<file path="config.mk">
export PLATFORM = sky130hd
export DESIGN_NAME = cmlk_3d_img_unpack
export DESIGN_NICKNAME = d
export VERILOG_FILES = /design/src/rtl/cmlk_3d_img_pkg.sv /design/src/rtl/cmlk_3d_img_unpack.sv
export SDC_FILE = /design/constraint.sdc
export NUM_CORES = 1
export LEC_CHECK = 0
export ABC_AREA = 1
export ABC_CLOCK_PERIOD_IN_PS = 3270
export CAP_MARGIN = 40
export CORE_MARGIN = 4
export CORE_UTILIZATION = 45
export CTS_BUF_LIST = sky130_fd_sc_hd__clkbuf_4
export DETAILED_ROUTE_END_ITERATION = 7
export GPL_ROUTABILITY_DRIVEN = 1
export GPL_TIMING_DRIVEN = 1
export PLACE_DENSITY = 0.79
export SETUP_SLACK_MARGIN = 0.15
export SLEW_MARGIN = 20
export SYNTH_ARGS = -nofsm -noshare
export SYNTH_HDL_FRONTEND = slang
export SYNTH_SLANG_ARGS = --single-unit
</file>
<file path="constraint.sdc">
create_clock -name clk -period 3.27 [get_ports clk]
set_clock_uncertainty 0.05 [all_clocks]
set_input_delay 0.981 -clock clk [delete_from_list [all_inputs] [get_ports clk]]
set_output_delay 0.981 -clock clk [all_outputs]
set_load 0.02 [all_outputs]
</file>
<file path="src/rtl/cmlk_3d_img_pkg.sv">
// Shared types and field positions for the framed-image unpacker.
// StChk exists only when CMLK_3D_IMG_UNPACK_CHKSUM_EN is defined.
package cmlk_3d_img_pkg;

    localparam logic [15:0] SYNC_WORD_DEFAULT = 16'hA55A;

    localparam int unsigned SYNC_MSB = 31;
    localparam int unsigned SYNC_LSB = 16;
    localparam int unsigned TYPE_MSB = 15;
    localparam int unsigned TYPE_LSB = 14;
    localparam int unsigned LEN_MSB  = 23;
    localparam int unsigned LEN_LSB  = 0;

`ifdef CMLK_3D_IMG_UNPACK_CHKSUM_EN
    typedef enum logic [2:0] {StHunt, StLen, StLoad, StEmitLo, StEmitHi, StChk} state_e;
`else
    typedef enum logic [2:0] {StHunt, StLen, StLoad, StEmitLo, StEmitHi} state_e;
`endif

endpackage

</file>
<file path="src/rtl/cmlk_3d_img_unpack.sv">
// Unpacks framed 32-bit FIFO words into a 16-bit sample stream, low half first.
// Define CMLK_3D_IMG_UNPACK_CHKSUM_EN to expect and check an XOR trailer word per frame.
module cmlk_3d_img_unpack
    import cmlk_3d_img_pkg::*;
#(
    parameter logic [15:0] SYNC_WORD = SYNC_WORD_DEFAULT,
    parameter logic [23:0] MAX_LEN   = 24'd65536
) (
    input  logic        clk,
    input  logic        rst,
    input  logic [31:0] fifo_rddata,
    input  logic        fifo_empty,
    output logic        fifo_rden,
    input  logic        rd_en,
    output logic [15:0] sample_out,
    output logic        sample_vld,
    input  logic        sample_rdy,
    output logic        frame_start_o,
    output logic        frame_end_o,
    output logic [1:0]  frame_type_o,
    output logic        len_err,
    output logic        chk_err,
    output logic [15:0] drop_cnt
);

    state_e      state_q, state_d;
    logic [23:0] cnt_q, cnt_d;
    logic [31:0] hold_q, hold_d;
    logic        vld_q, vld_d;
    logic [1:0]  type_q, type_d;
    logic [1:0]  ftype_q, ftype_d;
    logic [15:0] drop_q, drop_d;
`ifdef CMLK_3D_IMG_UNPACK_CHKSUM_EN
    logic [31:0] sum_q, sum_d;
`endif

    logic        sync_hit;
    logic [23:0] len_field;
    logic        len_ok;

    assign sync_hit  = fifo_rddata[SYNC_MSB:SYNC_LSB] == SYNC_WORD;
    assign len_field = fifo_rddata[LEN_MSB:LEN_LSB];
    assign len_ok    = (len_field != 24'd0) && (len_field <= MAX_LEN);

    always_ff @(posedge clk) begin
        if (rst) begin
            state_q <= StHunt;
            cnt_q   <= '0;
            hold_q  <= '0;
            vld_q   <= 1'b0;
            type_q  <= '0;
            ftype_q <= '0;
            drop_q  <= '0;
`ifdef CMLK_3D_IMG_UNPACK_CHKSUM_EN
            sum_q   <= '0;
`endif
        end else begin
            state_q <= state_d;
            cnt_q   <= cnt_d;
            hold_q  <= hold_d;
            vld_q   <= vld_d;
            type_q  <= type_d;
            ftype_q <= ftype_d;
            drop_q  <= drop_d;
`ifdef CMLK_3D_IMG_UNPACK_CHKSUM_EN
            sum_q   <= sum_d;
`endif
        end
    end

    always_comb begin
        state_d = state_q;
        unique case (state_q)
            StHunt:   if (rd_en && !fifo_empty && sync_hit) state_d = StLen;
            StLen:    if (!fifo_empty) state_d = len_ok ? StLoad : StHunt;
            StLoad:   if (!fifo_empty) state_d = StEmitLo;
            StEmitLo: if (sample_rdy) state_d = StEmitHi;
            StEmitHi: begin
                if (sample_rdy) begin
                    if (cnt_q != 24'd0) begin
                        state_d = StLoad;
                    end else begin
`ifdef CMLK_3D_IMG_UNPACK_CHKSUM_EN
                        state_d = StChk;
`else
                        state_d = StHunt;
`endif
                    end
                end
            end
`ifdef CMLK_3D_IMG_UNPACK_CHKSUM_EN
            StChk:    if (!fifo_empty) state_d = StHunt;
`endif
            default:  state_d = StHunt;
        endcase
    end

    // Pop strobe and pulses are combinational so they line up with the pop / last transfer.
    always_comb begin
        fifo_rden     = 1'b0;
        frame_start_o = 1'b0;
        frame_end_o   = 1'b0;
        len_err       = 1'b0;
        if (!rst) begin
            unique case (state_q)
                StHunt: fifo_rden = rd_en && !fifo_empty;
                StLen: begin
                    fifo_rden     = !fifo_empty;
                    frame_start_o = !fifo_empty && len_ok;
                    len_err       = !fifo_empty && !len_ok;
                end
                StLoad: fifo_rden = !fifo_empty;
`ifdef CMLK_3D_IMG_UNPACK_CHKSUM_EN
                StChk: begin
                    fifo_rden   = !fifo_empty;
                    frame_end_o = !fifo_empty;
                end
`else
                StEmitHi: frame_end_o = sample_rdy && (cnt_q == 24'd0);
`endif
                default: ;
            endcase
        end
    end

`ifdef CMLK_3D_IMG_UNPACK_CHKSUM_EN
    assign chk_err = !rst && (state_q == StChk) && !fifo_empty && (fifo_rddata != sum_q);
`else
    assign chk_err = 1'b0;
`endif

    // The hold register shifts its high half down so sample_out is always hold_q[15:0].
    always_comb begin
        cnt_d   = cnt_q;
        hold_d  = hold_q;
        vld_d   = vld_q;
        type_d  = type_q;
        ftype_d = ftype_q;
        drop_d  = drop_q;
`ifdef CMLK_3D_IMG_UNPACK_CHKSUM_EN
        sum_d   = sum_q;
`endif
        unique case (state_q)
            StHunt: begin
                if (rd_en && !fifo_empty) begin
                    if (sync_hit) begin
                        type_d = fifo_rddata[TYPE_MSB:TYPE_LSB];
                    end else if (drop_q != 16'hFFFF) begin
                        drop_d = drop_q + 16'd1;
                    end
                end
            end
            StLen: begin
                if (!fifo_empty && len_ok) begin
                    cnt_d   = len_field;
                    ftype_d = type_q;
`ifdef CMLK_3D_IMG_UNPACK_CHKSUM_EN
                    sum_d   = '0;
`endif
                end
            end
            StLoad: begin
                if (!fifo_empty) begin
                    hold_d = fifo_rddata;
                    vld_d  = 1'b1;
                    if (cnt_q != 24'd0) cnt_d = cnt_q - 24'd1;
`ifdef CMLK_3D_IMG_UNPACK_CHKSUM_EN
                    sum_d  = sum_q ^ fifo_rddata;
`endif
                end
            end
            StEmitLo: if (sample_rdy) hold_d = {16'h0000, hold_q[31:16]};
            StEmitHi: if (sample_rdy) vld_d = 1'b0;
            default: ;
        endcase
    end

    assign sample_out   = hold_q[15:0];
    assign sample_vld   = vld_q;
    assign frame_type_o = ftype_q;
    assign drop_cnt     = drop_q;

endmodule

</file>
Yosys cells after proc, flatten, opt, wreduce, memory -nomap -nowiden
Index checks and enable logic that the tools add are counted.
Word-level totals
  register bits after elaboration: 80
Cells by class
  $add $sub $neg: 2
  $lt $le $gt $ge: 1
  equal/unequal tests: 13
  mux-type cells: 26
  bitwise operators: 1
  reduce and logical (&&, ||, !) cells: 23
Operators with widths (count)
  24-bit 2-to-1 mux: 3
  32-bit 2-to-1 mux: 2
  32-bit case mux with 2 select lines: 1
  24-bit case mux with 2 select lines: 1
  24-bit nonzero test: 2
  24-bit by 17-bit <= comparator with 1-bit output, second input constant: 1
  24-bit logical NOT: 1
  24-bit by 1-bit subtractor with 24-bit output, second input constant: 1
  16-bit by 1-bit adder with 16-bit output, second input constant: 1
  16-bit equality test, second input constant: 1
  16-bit inequality test, second input constant: 1
  3-bit 2-to-1 mux: 5
  3-bit case mux with 5 select lines: 1
  2-bit inequality test, second input constant: 7
  1-bit 2-to-1 mux: 9
  3-bit AND reduction: 3
  4-bit AND reduction: 2
  3-bit by 2-bit equality test with 1-bit output, second input constant: 2
  1-bit logical AND: 6
  2-bit nonzero test: 3
  5-bit AND reduction: 1
  2-bit 2-to-1 mux: 2
  1-bit case mux with 2 select lines: 2
  3-bit by 1-bit equality test with 1-bit output, second input constant: 1
  other kinds (6): 7

Longest topological paths before layout
Gate-level depths: netlist of the first run.
  depth after elaboration: 6
  mapped depth: 12
  depth with buffers taken out: 11

Worst setup path after synthesis of the first run
OpenSTA, ideal clock, no wires.
  path type: input port to output port
  start: in rst
  end: out len_err
  arrival: 2.181 ns
  required time: 2.239 ns
  slack: 0.058 ns
  stages: 6
  path through: clkbuf_1 -> inv_1 -> clkbuf_1 -> clkbuf_1 -> nand2_1 -> a21oi_1
Between the ends
  longest elaborated chain between the ends: 1
Ends and longest elaborated chain
  start, declared: RTL line cmlk_3d_img_unpack.sv:10  | input logic rst,
  1-bit 2-to-1 mux: RTL line cmlk_3d_img_unpack.sv:104  | if (!rst) begin
  end, declared: RTL line cmlk_3d_img_unpack.sv:21  | output logic len_err,
No other way between the ends.

Worst setup path after layout of the first run
  start: in rd_en
  end: out fifo_rden
Between the ends
  longest elaborated chain between the ends: 3
Ends and longest elaborated chain
  start, declared: RTL line cmlk_3d_img_unpack.sv:14  | input logic rd_en,
  1-bit logical AND: RTL line cmlk_3d_img_unpack.sv:106  | StHunt: fifo_rden = rd_en && !fifo_empty;
  1-bit case mux with 2 select lines: RTL line cmlk_3d_img_unpack.sv:105  | unique case (state_q)
  1-bit 2-to-1 mux: RTL line cmlk_3d_img_unpack.sv:104
  end, declared: RTL line cmlk_3d_img_unpack.sv:13  | output logic fifo_rden,
No other way between the ends.

==> results.toml, run 1 <==
[status]
run_status = "completed"

[timing]
finalSetupViolCount = 0
max_slew_margin = 0.640
period_share = 0.939
fin_crit_ps = 3070
maxSlewViolCount = 0
rsz0062_at_grt = "yes"
tightestPinTransition_ps = 536
fin_ws_ps = 199
finalHoldViolations = 0
max_freq_mhz = 326

[yosys]
async_flop_share = 0
yosysMostFrequentCell = "nand2_1"
syn_area_per_cell_um2 = 6.34
ys_seq_area_frac = 0.336
synth_area_leaders = "dfxtp_1 (34%), nand2_1 (17%), nor2_1 (9.7%)"
synth_fp_nets = 792
ys_types = 33
syn-instance-count = 753
synth_warnings = 0
netlist_top_cells_count = "nand2_1 (214), nor2_1 (123), dfxtp_1 (80)"
synth_area_um2 = 4770
synth_top_area_share = 0.336
ys_ff_latch = 80
ys.flop_type = "dfxtp_1"
synth-edff-count = 0
synth_top_area_cell = "dfxtp_1"

[critical_path]
crit_type = "input pin to output pin"
crit_path_max_fanout = 2
reg2reg_from = "state_q[2]"
critPathCaptureType = "output pin"
r2r_setup_slack_ps = 1230
worstSetupStartpointType = "input pin"
arrival_ps = 2040
critPathLaunch = "rd_en"
critPathRequiredTime_ps = 2240

[routing]
vias = 4998
drt-vias-per-instance = 5.04
drt_first_pass_iters = 4
wire_per_inst_um = 13.4
wl_um = 13300
antenna_left = 0
dr.first_iter.drc_count = 365
drc = 0

[clocking]
cts_tree = "built"
path_clk_slew_ps = 150
htree_levels = 3
cts_root_buf = "clkbuf_4"
cts_buffers = 9
worstSkewPairLatency_ps = 440
clock_path_buffers = 2
clock-sinks = 80

[cells_and_area]
fin_area_um2 = 6000
drive_gt1_frac = 0.168
area_growth_pct = 25.8
fin_nets = 889
n_antenna_cell = 0
utilization = 0.582

[floorplanning]
start_util = 0.462
die_w_um = 111
ios = 77
rows = 37
die_area_um2 = 12300
core_area_um2 = 10300
die_y_um = 111

[hold_path]
hold_start = "type_q[1]"
worst_hold_path_type = "flop to flop"

[power]
powerDensity_nw_per_um2 = 302
vdd_drop_max_mv = 0.160
leakage_uw = 0.00273
p_total_uw = 1810

[grt]
gr-usage-all-layers = 0.216
grt_overflow = 0
grt_start_max_net_pins = 49
grt_pass1_vias = 4719
grt_pass1_wl_um = 22500
antenna_found_initial = 0

[placement]
place.gp.congestion = 0.895
dp_hpwl_um = 9610
place_area_um2 = 5760
port_buffers = 75
place_ws_ps = -598

[run]
drv_cap = 0
[placed cells by master (no fill, tap or decap), types with 16 or more instances in the layout]
cell               n
nand3_1           57
nor2_2            16
dfxtp_1           80
a31oi_1           17
o21ai_0           31
nand2_1          209
xor2_1            16
clkdlybuf4s50_1   46
nor2_1           109
inv_1             53
buf_4             57
a21oi_1           44
[cell type report]
class	instances	area, um^2
Clock buffer	9	67.6
Clock inverter	7	85.1
Fill cell	978	4320
Inverter	62	235
Multi-Input combinational cell	563	2700
Sequential cell	80	1600
Tap cell	136	170
Timing Repair Buffer	134	1140
[where the power goes]
part	internal, uW	total, uW	switching [uW]
combinational	82.1	181	98.8
sequential	978	983	4.78
clock	249	648	399
total	1310	1810	503
[worst max-delay path: stages]
cell	delay, ps
clkdlybuf4s50_1	450
nand2_1	100
nor2_2	120
nor2_1	70
a21oi_2	170
buf_4	160
[path summary, 6_finish.rpt]
kind,end,depth (start not counted)
max,fifo_rden,6
min,type_q[1],2
max reg2reg,hold_q[21],10
min reg2reg,type_q[1],2
[cells by family (layout without fill, tap and decap cells)]
group	count (synthesis)	count (layout)	share of synthesized area
other	1	1	0.000786
buffers and inverters	110	212	0.116
DFF	80	80	0.336
adders and majority gates	2	2	0.00524
and+or+nand+nor	444	444	0.399
xor gates and xnor gates	20	20	0.0367
AOI/OAI and AO/OA	96	96	0.106
[sequential cells by signal, indices dropped and copies added, names as in the netlist]
name	count
state_q	3
hold_q	32
sample_vld	1
frame_type_o	2
cnt_q	24
drop_cnt	16
type_q	2
[per-layer routing]
| layer | vias up | GRT usage | wire (um) |
|---|---|---|---|
| met1 | 2214 | 0.291 | 6120 |
| met4 | 0 | 0.0714 | 341 |
| met3 | 23 | 0.0491 | 959 |
| li1 | 2592 | - | - |
| met5 | - | 0 | 0 |
| met2 | 169 | 0.340 | 5850 |
[per-stage QoR]
stage          hold WS, ps  TNS, ps  cells
2_1_floorplan          374        0    753
3_3_place_gp           386    -1810    965
3_5_place_dp           394    -1800    966
4_1_cts                415        0    990
5_1_grt                439        0    991
6_report               422        0    991
[repair_timing]
action	4_1_cts	5_1_grt
pin swaps	25	29
hold buffers	0	0
setup buffers	8	1
resized for setup	75	37
endpoints found under the setup margin	4	20
No activity file was read; power rests on OpenSTA's default activity.
==> run 2, diff against run 1 <==
- ABC_AREA: 1 -> not set
- PLACE_DENSITY: 0.79 -> 0.8
==> run 2 against run 1 <==
Net effect: the flow now finishes with violations (setup timing); cell count down 19%; largest power group unchanged; critical path depth rose by 1; fmax decreased by 10%; clock-buffer cell count is the same; sequential power hardly changed; die area shrank 9.8%; combinational power down 3%; routed wire length down 1.3%.
==> results.toml, run 2 <==
[yosys]
ys_ff_latch = 80
synth-edff-count = 0
yosysMostFrequentCell = "dfxtp_1"
ys.flop_type = "dfxtp_1"
synth_top_area_share = 0.375
synth_top_area_cell = "dfxtp_1"
synth_warnings = 0
synth_area_leaders = "dfxtp_1 (38%), nand2_1 (6.0%), nand3_1 (5.9%)"
ys_types = 56
syn_area_per_cell_um2 = 7.61
ys_seq_area_frac = 0.375
syn-instance-count = 561
netlist_top_cells_count = "dfxtp_1 (80), nand2_1 (68), nor2_1 (65)"
synth_fp_nets = 600
synth_area_um2 = 4270
async_flop_share = 0

[timing]
timing.setup.tns_ps = -198
period_share = 1.04
finalHoldViolations = 0
fin_ws_ps = -142
finalSetupViolCount = 2
rsz0062_at_grt = "yes"
max_freq_mhz = 293
max_slew_margin = 0.509
maxSlewViolCount = 0
tightestPinTransition_ps = 737
fin_crit_ps = 3410

[grt]
grt_start_max_net_pins = 84
grt_pass1_vias = 4410
grt_overflow = 0
gr-usage-all-layers = 0.233
grt_pass1_wl_um = 21400
antenna_found_initial = 1

[placement]
dp_hpwl_um = 9420
place.gp.congestion = 0.872
port_buffers = 75
place_ws_ps = -999
dp.cells = 777

[cells_and_area]
instances_no_fill = 806
mostFrequentLayoutCells = "dfxtp_1 (77), buf_4 (77), nand2_1 (68), nor2_1 (63), nand3_1 (50)"
fin_nets = 710
drive_gt1_frac = 0.222
largest_register_ffs = 32
area_growth_pct = 36.7
top_register = "hold_q"

[floorplanning]
core_area_um2 = 9240
die_y_um = 105
die_w_um = 105
die_area_um2 = 11100
rows = 35
start_util = 0.462
ios = 77

[critical_path]
critPathCaptureType = "output pin"
arrival_ps = 2380
critPathRequiredTime_ps = 2240
worstSetupStartpointType = "input pin"
crit_type = "input pin to output pin"
crit_path_max_fanout = 2

[routing]
vias = 4683
drt-vias-per-instance = 5.81
dr.first_iter.drc_count = 359
antenna_left = 0
drt_first_pass_iters = 5
drc = 0
wire_per_inst_um = 16.2
wl_um = 13100

[run]
drv_cap = 0

[hold_path]
worst_hold_path_type = "flop to flop"

[clocking]
clock-sinks = 80
clock_path_buffers = 2
cts_buffers = 9
holdBufCountCts = 0
cts_root_buf = "clkbuf_4"
path_clk_slew_ps = 120
cts_tree = "built"
htree_levels = 3
worstSkewPairLatency_ps = 440

[status]
failed_checks = "setup timing"
run_status = "complete, but fails checks"

[power]
vdd_drop_max_mv = 0.221
powerDensity_nw_per_um2 = 324
leakage_uw = 0.00213
## run 2: cells by family (layout without fill, tap and decap cells)
group / count (synthesis) / after routing / share of synthesized area
other cells: 1 / 2 / 0.000878
flops: 80 / 80 / 0.375
compound gates: 129 / 129 / 0.191
simple gates: 264 / 264 / 0.301
fa+ha+maj: 2 / 2 / 0.00586
buf+inv: 64 / 179 / 0.0779
mux: 6 / 6 / 0.0176
xor+xnor: 15 / 15 / 0.0308
## run 2: critical path, stage by stage
cell and delay, ps:
buf_8 100, nor4_4 310, nand4_1 270, xnor2_2 240
buf_4 160, nor4_4 140, buf_4 180
## run 2: per-layer routing
metal / vias to the layer above / wire [um] / track usage / part of all wire
met5: - / 0 / 0 / 0
met4: 0 / 567 / 0.123 / 0.043
met3: 46 / 838 / 0.0416 / 0.064
met2: 212 / 6170 / 0.368 / 0.47
met1: 2184 / 5520 / 0.301 / 0.42
li1: 2241 / - / - / -
## run 2: path summary, 6_finish.rpt
check            startpoint       endpoint  slack [ps]  cells after the start
max reg2reg      state_q[1]       cnt_q[2]         620                      7
max          fifo_rddata[4]  frame_start_o        -140                      7
min reg2reg      hold_q[28]     hold_q[28]         410                      2
min              hold_q[28]     hold_q[28]         410                      2
## run 2: report_power, final
group	leakage, uW	switching (uW)	internal (uW)
clock	0.0000910	357	381
combinational	0.00140	91.4	84.1
sequential	0.000646	3.89	977
total	0.00213	452	1440
## run 2: area by class of cell
cell class / count / area [um^2]
inverters: 9 / 33.8
repair buffers: 154 / 1350
fillers: 813 / 3400
flip-flops and latches: 80 / 1610
clock buffers: 9 / 67.6
multi-input cells: 417 / 2510
diodes: 1 / 2.50
well taps: 129 / 161
clock inverters: 7 / 110
## run 2: timing repair
action                     in CTS  in global routing
gates resized for setup       119                 13
setup endpoints to repair      43                  4
setup buffers                   8                  3
pin swaps                      15                  8
## run 2: through the flow
step | cell area (um^2) | hold slack [ps] | utilization | total power (uW)
after detailed placement | 5520 | 397 | 0.597 | 1170
after global routing | 5840 | 437 | 0.632 | 1960
after floorplan | 4360 | 382 | - | 1060
after global placement | 5510 | 393 | 0.596 | 1170
final | 5840 | 414 | 0.632 | 1890
after CTS | 5790 | 413 | 0.626 | 1890
